`src/rtl/datapath_ctrl.sv`:
```
// datapath_ctrl: microcoded-style control unit for a register-file + ALU
// datapath. Fetches 16-bit instructions from a synchronous ROM, decodes them
// and sequences the datapath control strobes. Conditional branches use the
// datapath's z/n flags.
//
// Ports:
//   clk, rst_n            clock (rising edge), asynchronous active-low reset
//   start_i               pulse in IDLE: begin execution at pc=0
//   instr_i               ROM data, valid the cycle after imem_re_o
//   pc_o, imem_re_o       ROM address and read strobe
//   din_o                 immediate to datapath
//   waddr_o, ra_o, rb_o   register write / read addresses
//   op_o                  ALU operation
//   ie_o                  datapath input select (1 = din_o)
//   write_o               register write enable
//   reada_o, readb_o      register read-port enables
//   en_o                  ALU / flag register enable
//   oe_o                  datapath output enable
//   o_flag_i, z_flag_i, n_flag_i   datapath flags
//   busy_o                high in every state except IDLE and HALT
//   halted_o              high in HALT
//
// Instruction format: [15:12] opc, [11:9] rd, [8:6] rs_a, [5:3] rs_b,
// [7:0] imm / branch target.
// Cycle counts: ALU 4, LDI 3, OUT 3, branch/NOP 2.
module datapath_ctrl #(
  parameter int M  = 3,
  parameter int N  = 8,
  parameter int PW = 8
) (
  input  logic          clk,
  input  logic          rst_n,
  input  logic          start_i,
  input  logic [15:0]   instr_i,
  input  logic          o_flag_i,
  input  logic          z_flag_i,
  input  logic          n_flag_i,
  output logic [PW-1:0] pc_o,
  output logic          imem_re_o,
  output logic [N-1:0]  din_o,
  output logic [M-1:0]  waddr_o,
  output logic [M-1:0]  ra_o,
  output logic [M-1:0]  rb_o,
  output logic [2:0]    op_o,
  output logic          ie_o,
  output logic          write_o,
  output logic          reada_o,
  output logic          readb_o,
  output logic          en_o,
  output logic          oe_o,
  output logic          busy_o,
  output logic          halted_o
);

  typedef enum logic [2:0] {
    S_IDLE,
    S_FETCH,
    S_DECODE,
    S_EXEC,
    S_WB,
    S_HALT
  } state_e;

  localparam logic [3:0] OPC_LDI = 4'b1000;
  localparam logic [3:0] OPC_OUT = 4'b1001;
  localparam logic [3:0] OPC_BRZ = 4'b1010;
  localparam logic [3:0] OPC_BRN = 4'b1011;
  localparam logic [3:0] OPC_BRA = 4'b1100;
  localparam logic [3:0] OPC_HLT = 4'b1111;

  state_e        state_q, state_d;
  logic [PW-1:0] pc_q, pc_d;
  logic [15:0]   ir_q, ir_d;

  // Fields of the latched instruction; these alone drive the outputs.
  logic [3:0]   ir_opc;
  logic [M-1:0] ir_rd, ir_rs_a, ir_rs_b;
  logic [N-1:0] ir_imm;

  assign ir_opc  = ir_q[15:12];
  assign ir_rd   = M'(ir_q[11:9]);
  assign ir_rs_a = M'(ir_q[8:6]);
  assign ir_rs_b = M'(ir_q[5:3]);
  assign ir_imm  = N'(ir_q[7:0]);

  // The overflow flag is not consumed by any branch in this instruction set.
  logic unused_o_flag;
  assign unused_o_flag = o_flag_i;

  // NOTE: IR is an ordinary register, not a memory array, so it takes the
  // async reset like the rest of the state; nothing decoded after reset may
  // see a stale instruction.
  always_ff @(posedge clk or negedge rst_n) begin
    if (!rst_n) begin
      state_q <= S_IDLE;
      pc_q    <= '0;
      ir_q    <= '0;
    end else begin
      // NOTE: non-blocking assignments keep every register updating from the
      // same pre-edge values, independent of statement order.
      state_q <= state_d;
      pc_q    <= pc_d;
      ir_q    <= ir_d;
    end
  end

  // Next-state logic. instr_i and the flags are consulted only in DECODE and
  // only to steer state/pc/IR; they never reach an output directly.
  always_comb begin
    // NOTE: every variable gets a default before the case so no path leaves
    // it unassigned (which would infer a latch).
    state_d = state_q;
    pc_d    = pc_q;
    ir_d    = ir_q;

    unique case (state_q)
      S_IDLE: begin
        if (start_i) state_d = S_FETCH;
      end
      S_FETCH: begin
        pc_d    = pc_q + PW'(1);
        state_d = S_DECODE;
      end
      S_DECODE: begin
        ir_d = instr_i;
        if (!instr_i[15]) begin
          state_d = S_EXEC;
        end else begin
          unique case (instr_i[15:12])
            OPC_LDI: state_d = S_WB;
            OPC_OUT: state_d = S_EXEC;
            OPC_HLT: state_d = S_HALT;
            OPC_BRZ: begin
              if (z_flag_i) pc_d = instr_i[PW-1:0];
              state_d = S_FETCH;
            end
            OPC_BRN: begin
              if (n_flag_i) pc_d = instr_i[PW-1:0];
              state_d = S_FETCH;
            end
            OPC_BRA: begin
              pc_d    = instr_i[PW-1:0];
              state_d = S_FETCH;
            end
            default: state_d = S_FETCH;  // NOP encodings
          endcase
        end
      end
      // Only ALU ops and OUT reach EXEC; OUT has no write-back.
      S_EXEC:  state_d = ir_opc[3] ? S_FETCH : S_WB;
      S_WB:    state_d = S_FETCH;
      S_HALT:  state_d = S_HALT;
      default: state_d = S_IDLE;
    endcase
  end

  // Moore outputs from state and IR only.
  always_comb begin
    pc_o      = pc_q;
    imem_re_o = 1'b0;
    din_o     = '0;
    waddr_o   = '0;
    ra_o      = '0;
    rb_o      = '0;
    op_o      = '0;
    ie_o      = 1'b0;
    write_o   = 1'b0;
    reada_o   = 1'b0;
    readb_o   = 1'b0;
    en_o      = 1'b0;
    oe_o      = 1'b0;
    busy_o    = (state_q != S_IDLE) && (state_q != S_HALT);
    halted_o  = (state_q == S_HALT);

    unique case (state_q)
      S_FETCH: imem_re_o = 1'b1;
      S_EXEC: begin
        reada_o = 1'b1;
        ra_o    = ir_rs_a;
        if (!ir_opc[3]) begin
          readb_o = 1'b1;
          en_o    = 1'b1;
          rb_o    = ir_rs_b;
          op_o    = ir_opc[2:0];
        end else begin
          oe_o = 1'b1;
        end
      end
      S_WB: begin
        write_o = 1'b1;
        waddr_o = ir_rd;
        if (ir_opc == OPC_LDI) begin
          ie_o  = 1'b1;
          din_o = ir_imm;
        end
      end
      default: ;
    endcase
  end

endmodule

```
`config.mk`:
```
export PLATFORM = sky130hd
export DESIGN_NAME = datapath_ctrl
export DESIGN_NICKNAME = d
export VERILOG_FILES = /design/src/rtl/datapath_ctrl.sv
export SDC_FILE = /design/constraint.sdc
export NUM_CORES = 1
export LEC_CHECK = 0
export CAP_MARGIN = 20
export CORE_ASPECT_RATIO = 1.25
export CORE_UTILIZATION = 48
export DETAILED_ROUTE_END_ITERATION = 12
export PLACE_DENSITY = 0.82
export SLEW_MARGIN = 0
export SYNTH_ARGS = -nofsm -noshare
export SYNTH_HDL_FRONTEND = slang
export SYNTH_SLANG_ARGS = --single-unit
```
`constraint.sdc`:
```
create_clock -name clk -period 4.4 [get_ports clk]
set_clock_uncertainty 0.05 [all_clocks]
set_input_delay 1.32 -clock clk [delete_from_list [all_inputs] [get_ports clk]]
set_output_delay 1.32 -clock clk [all_outputs]
set_load 0.02 [all_outputs]
```
======== Word-level counts from Yosys, hierarchy flattened ========
Index checks and enable logic that the tools add are counted.
cells by class
  $add $sub $neg .......................... 1
  reductions and logical operators ........ 5
  div/mod/pow operators ................... 0
  equal/unequal tests ..................... 18
  bitwise gates (word level) .............. 0
  muxes and demuxes ....................... 27
  shift operators ......................... 0
  multiply operators ...................... 0
  magnitude comparators ................... 0
operators by type and width
  kind                 number
  $mux 8               5
  $eq 4x4->1 const B   7
  $mux 3               9
  $pmux 8 s3           1
  $pmux 3 s6           1
  $pmux 8 s2           1
  $mux 1               9
  $ne 3x3->1 const B   3
  $pmux 3 s3           1
  $add 8x1->8 const B  1
  $eq 3x2->1 const B   2
  $eq 3x3->1 const B   2
  $reduce_and 5->1     1
  $ne 2x2->1 const B   2
  $ne 4x2->1 const B   1
  $eq 3x1->1 const B   1
  $logic_not 3->1      1
  $reduce_bool 3->1    1
  $reduce_bool 2->1    1
  $logic_and 1x1->1    1
storage, ports and cells
  logic and storage cells ................. 54
  bits of input ports ..................... 22
  output and inout port bits .............. 37
  latch bits .............................. 0
  memories kept ........................... 0
  RAM bits ................................ 0
  memory bits (read-only) ................. 0
  bits in registers ....................... 27

======== Logic depth before layout (Yosys ltp) ========
Gate-level depths: netlist of the first run.
  depth in word-level cells ............... 4
  depth in mapped cells ................... 7
  depth with buffers taken out ............ 5

======== Worst setup path after synthesis of the first run ========
No wires, ideal clock.
  path type ............................... flip-flop to output port
  start point ............................. register state_q[1]
  end point ............................... output din_o[0]
  required time ........................... 3,030 ps
  buffers on the path ..................... 2
  arrival ................................. 1,619 ps
  stages on the path, launching flop included .. 6
  setup slack ............................. 1,411 ps
  path through ............................ dfrtp_1 -> buf_4 -> nor3b_2 -> and4b_1 -> buf_2 -> and2_1
on the way
  longest elaborated chain between the ends .. 2
RTL lines
  item                    line  source
  from (decl)             71    state_e state_q, state_d;
  from (signal assigned)  101   state_q <= state_d;
  $eq 3x3->1              175   unique case (state_q)
  $mux 8                  175
  to (decl)               40    output logic [N-1:0] din_o,
No other way between the ends.

======== Final worst setup path of the first run ========
  start point ............................. register state_q[2]
  end point ............................... output din_o[4]
The elaborated chain is that of the path after synthesis.

==> reports/results.txt, run 1 <==
die width -> 53.6 µm
Clk pwr share -> 10.7%
sequential power share -> 36.0%
Max IR drop VDD -> 438 µV
initial antenna violation count -> 0
Routed Antenna Nets -> 0
CP max FO -> 10
wire length per cell -> 14.3 µm
gr ovfl total -> 0
Lkg Pwr -> 0.990 nW
CP max stage cell -> clkdlybuf4s50_1
first-pass GRT wire length -> 6.30 mm
Total Routing Usage GR -> 23.9%
uppermost layer routed -> met4
Detail Placement HPWL -> 2.81 mm
NetSw -> 583 µW
period utilisation layout -> 86.1%
Buf/Inv on CP -> 1
asr flop ratio synth -> 100%
die height -> 66.6 µm
Num CTS Buffers -> 3
status -> complete, no violations
via count -> 1462
Clock Path Buffers -> 2
RSZ-0062 raised after global routing -> no
Antenna diodes -> 0
largest net degree at the start of global routing -> 28
EDFF count, synth -> 0
Syn-to-layout area delta -> 37.8%
most numerous cell in the Yosys netlist -> nand2_1
hold crit path type -> reg2reg
IO Count -> 59
final hold vios -> 0
Post-Route WL -> 3.82 mm
vias in the first global route -> 1378
Setup Fix Bufs, Post-CTS -> 0
family with the most delay on the worst path -> simple AND/OR/NAND/NOR gates
most instantiated cells after synthesis -> nand2_1 (50), dfrtp_1 (27), and2_1 (16), nor2_1 (9)
H-tree Lvls -> 1
Synth top area share -> 42.2%
Primary FF master, synth -> dfrtp_1
Worst Path Required -> 3.03 ns
Final setup viols -> 0
# resized after CTS -> 0
share of layout cells above drive strength 1 -> 7.79%
Buffers on Ports -> 57
top cells by area in the synthesized netlist -> dfrtp_1 (42%), nand2_1 (12%), and2_1 (6.3%), and3_1 (3.1%), buf_6 (2.8%)
met2 routed WL -> 2.05 mm
Mean Syn Cell Area -> 8.99 µm²
Final Wtd Congestion -> 0.814
Slew @ Worst Pin -> 0.950 ns
WP data arrival -> 2.42 ns
highest clock rate -> 264 MHz
vias per cell -> 5.46
Max Cap Viol -> 0
row count -> 23
synth unique cells -> 43
Clk Latency, worst-skew pair -> 0.28 ns
CP peak stage delay -> 0.61 ns
routed metal-1 wirelength -> 1.53 mm
Initial DRC Count -> 39
synthesized cell area -> 0.00160 mm²
core area -> 0.00319 mm²
CP Capture Type -> primary output
root buf cell -> clkbuf_8
CTS sink count -> 27
1st-pass router iterations -> 4
Worst Setup Start Kind -> flip-flop
hold_buf cts -> 0
Die ar. -> 0.00357 mm²
Int Pwr -> 782 µW
kind of critical path -> reg2out
Hold Slack -> 0.426 ns
sw frac -> 42.7%
fin crit period -> 3.79 ns
final slew viol count -> 0
sequential cell area fraction in the yosys report -> 42.2%
Yosys top cell by area -> dfrtp_1
initial core utilization -> 50.1%
DRC violations left -> 0
Setup TNS -> 0 ns
final net count -> 255
CP Cell Sequence -> nor3b_2 > and4b_1 > and2_1 > clkdlybuf4s50_1
met3 wire len -> 208 µm
max_slew headroom -> 36.6%
CTS tree -> built
Mapped Cells -> 178
Synth Register Bits -> 27
Syn. warnings -> 0
combinational share of power -> 53.4%
net count after synthesis -> 201
PD cells -> 619 mW/mm²
clk slew on worst S/H paths -> 0.10 ns
[placed cells by master (no fill, tap or decap), types with 2 or more instances in the layout]
cell,instances
o22ai_1,2
nor3b_1,3
clkbuf_8,3
nor3b_2,3
nor2_1,9
a31oi_4,2
clkdlybuf4s50_1,57
o22a_1,3
a21oi_1,8
nand3_1,4
a31oi_1,3
nand2_1,50
inv_1,3
dfrtp_1,27
o21ai_0,2
buf_4,3
and3_1,8
and2_1,16
[sequential cells by signal, indices dropped and copies added, names as in the netlist]
name	flops
ir_q	16
pc_o	8
state_q	3
[worst paths after layout]
| path | start | end | slack, ns | cells past startpoint |
|---|---|---|---|---|
| worst max-delay path | state_q[2] | din_o[4] | 0.61 | 4 |
| worst min-delay path | ir_q[9] | ir_q[9] | 0.43 | 2 |
| worst max register to register | state_q[2] | pc_o[3] | 2.31 | 4 |
| worst min register to register | ir_q[9] | ir_q[9] | 0.43 | 2 |
| max in group asynchronous | rst_n | ir_q[13] | 2.69 | 2 |
| min in group asynchronous | rst_n | ir_q[2] | 1.35 | 2 |
[per-layer routing]
metal  GRT usage [%]  up-vias
met1            29.8      687
met5               0        -
met2            42.8       58
met4            5.92        0
met3            2.51        4
li1                -      713
[area by class of cell]
type,count,area [µm²]
fillers,268,990
multi-input cells,137,830
flip-flops and latches,27,676
repair buffers,60,593
well taps,37,46.3
clock buffers,3,41.3
inverters,3,11.3
clock inverters,1,7.51
[worst register-to-register path, cell delays in order (launching register included)]
cell     delay (ns)
dfrtp_1        0.51
or3b_1         0.80
nor2_1         0.36
a31oi_4        0.05
o22a_1         0.23
[stage by stage]
step | util (%) | area (µm²) | setup WS [ns] | std cells | power [mW]
after global placement | 67.5 | 2160 | 0.993 | 264 | 1.20
after detailed placement | 67.5 | 2160 | 0.930 | 264 | 1.23
final | 69.0 | 2200 | 0.610 | 268 | 1.37
after floorplan | - | 1600 | 1.41 | 178 | 0.981
after CTS | 69.0 | 2200 | 0.609 | 268 | 1.37
after global routing | 69.0 | 2200 | 0.423 | 268 | 1.48
[cells by family after synthesis]
group                      after synthesis  share of synthesized area, %
DFF                                     27                          42.2
muxes                                    1                         0.704
and+or+nand+nor                        103                          34.6
AOI/OAI and AO/OA                       31                          15.2
adders and majority gates                1                         0.782
buffers and inverters                   14                          5.94
xor gates and xnor gates                 1                         0.547
[power by group through the flow]
stage                     registers, mW  clock network [mW]  logic, mW
final                             0.491               0.145      0.729
after global routing              0.513               0.153      0.812
after CTS                         0.489               0.149      0.737
after detailed placement          0.493                   0      0.734
after global placement            0.485                   0      0.717
after floorplan                   0.490                   0      0.491
(Power assumes the default switching activity.)
==> inputs of run 2 (changes only) <==
- CORE_UTILIZATION: 48 -> 49
- CTS_BUF_LIST: not set -> sky130_fd_sc_hd__clkbuf_4
- PLACE_DENSITY: 0.82 -> 0.83
==> run 2 against run 1 <==
Effect of this change: global-route usage up 1.6 points; maximum frequency fell by 1.2%; final cell count down 0.37%; register-to-register slack improved by 0.02 ns; die area fell by 2.0%; critical path depth unchanged; first-iteration DRC count increased by 59%; flip-flop and latch count is the same; largest cell class unchanged; core utilization grew 3.1 points.
==> reports/results.txt, run 2 (synthesis results as in run 1) <==
Max Cap Viol -> 0 (unchanged)
initial core utilization -> 52.9% (+2.8 points)
DRC violations left -> 0 (unchanged)
Routed Antenna Nets -> 0 (unchanged)
share of layout cells above drive strength 1 -> 7.79% (unchanged)
core area -> 0.00303 mm² (-5.2%)
Worst Path Required -> 3.03 ns (about the same)
Lkg Pwr -> 0.983 nW (-0.78%)
initial antenna violation count -> 0 (unchanged)
root buf cell -> clkbuf_4
die width -> 53.1 µm (-0.99%)
die height -> 65.9 µm (-0.99%)
Initial DRC Count -> 62 (+59%)
placed cell count -> 263 (-0.38%)
Slew @ Worst Pin -> 0.924 ns (-0.0264 ns)
Fill cells -> 254 (-5.2%)
max reg flops -> 16 (unchanged)
gr ovfl total -> 0 (unchanged)
largest net degree at the start of global routing -> 28 (unchanged)
vias per cell -> 5.70 (+4.5%)
Num CTS Buffers -> 3 (unchanged)
RSZ-0062 raised after global routing -> no
CTS tree -> built
first-pass GRT wire length -> 6.58 mm (+4.4%)
final net count -> 255 (unchanged)
Final setup viols -> 0 (unchanged)
Detail Placement HPWL -> 3.04 mm (+8.1%)
Setup TNS -> 0 ns (unchanged)
period utilisation layout -> 87.2% (+1.0 points)
clk slew on worst S/H paths -> 0.14 ns (+0.04 ns)
H-tree Lvls -> 1 (unchanged)
vias in the first global route -> 1501 (+8.9%)
hold_buf cts -> 0 (unchanged)
WP data arrival -> 2.47 ns (+0.05 ns)
worst setup margin -> 0.564 ns (-0.0460 ns)
most frequent cells in the layout -> clkdlybuf4s50_1 (57), nand2_1 (50), dfrtp_1 (27), and2_1 (16), nor2_1 (9)
via count -> 1522 (+4.1%)
hold crit path type -> reg2reg
worst reg2reg path startpoint -> state_q[2]
Clock Path Buffers -> 2 (unchanged)
# resized after CTS -> 0 (unchanged)
Setup Fix Bufs, Post-CTS -> 0 (unchanged)
final non-filler cell total -> 267 (-0.37%)
Die ar. -> 0.00350 mm² (-2.0%)
Biggest register -> ir_q
IO Count -> 59 (unchanged)
Worst Setup Start Kind -> flip-flop
CTS sink count -> 27 (unchanged)
CP Capture Type -> primary output
Buffers on Ports -> 57 (unchanged)
final instance area -> 0.00218 mm² (-0.91%)
1st-pass router iterations -> 4 (unchanged)
wire length per cell -> 15.0 µm (+5.2%)
highest clock rate -> 261 MHz (-1.2%)
hold wc startpoint -> ir_q[1]
Clk Latency, worst-skew pair -> 0.33 ns (+0.05 ns)
Placed Area -> 0.00215 mm² (about the same)
final slew viol count -> 0 (unchanged)
max_slew headroom -> 38.4% (+1.8 points)
Post-Route Utilization -> 72.1% (+3.1 points)
final hold vios -> 0 (unchanged)
PD cells -> 616 mW/mm² (-0.58%)
commonest non-fill, non-tap cell in the layout -> clkdlybuf4s50_1
status -> complete, no violations
Antenna diodes -> 0 (unchanged)
crit path from -> state_q[2]
Final Wtd Congestion -> 0.793 (-2.6%)
Total Routing Usage GR -> 25.5% (+1.6 points)
Syn-to-layout area delta -> 36.5%
Max IR drop VDD -> 452 µV (+3.3%)
row count -> 22 (-4.3%)
fin crit period -> 3.84 ns (+0.0460 ns)
Post-Route WL -> 4.00 mm (+4.8%)
kind of critical path -> reg2out
CP max FO -> 10 (unchanged)
pre-CTS setup slack -> 0.903 ns (-0.0272 ns)
[run 2: per-stage QoR]
stage                     power, mW  hold WS, ns
after CTS                      1.35        0.447
final                          1.35        0.443
after global placement         1.20        0.400
after global routing           1.45        0.469
after floorplan               0.981        0.387
after detailed placement       1.24        0.412
[run 2: per-layer routing]
| metal | routed length (µm) | vias to the layer above | global-route usage, % |
|---|---|---|---|
| li1 | - | 717 | - |
| met1 | 1590 | 747 | 29.6 |
| met2 | 2220 | 52 | 47.2 |
| met3 | 149 | 6 | 2.30 |
| met4 | 46 | 0 | 8.88 |
| met5 | 0 | - | 0 |
[run 2: worst paths after layout]
| check | to | cells after the start | slack [ns] |
|---|---|---|---|
| min in group asynchronous | ir_q[8] | 2 | 1.29 |
| max in group asynchronous | ir_q[5] | 2 | 2.75 |
| setup reg to reg | pc_o[6] | 4 | 2.33 |
| hold / removal | ir_q[1] | 2 | 0.44 |
| setup / recovery | din_o[5] | 4 | 0.56 |
| hold reg to reg | ir_q[1] | 2 | 0.44 |
[run 2: critical path, cell delays in order (launching register included)]
cell and delay, ns:
dfrtp_1 0.56, nor3b_2 0.37, and4b_1 0.43, and2_1 0.18, clkdlybuf4s50_1 0.61
[run 2: cell type report]
cell class	instances	area (µm²)	area share (%)
Clock buffer	3	22.5	1.03
Clock inverter	1	7.51	0.344
Inverter	3	11.3	0.515
Multi-Input combinational cell	137	830	38.0
Sequential cell	27	676	30.9
Tap cell	36	45.0	2.06
Timing Repair Buffer	60	593	27.1
[run 2: report_power, final]
part | total, mW | switching (mW) | leakage (nW) | internal (mW)
clock network | 0.110 | 0.0753 | 0.0139 | 0.0348
registers | 0.491 | 0.122 | 0.328 | 0.368
logic | 0.744 | 0.396 | 0.641 | 0.349
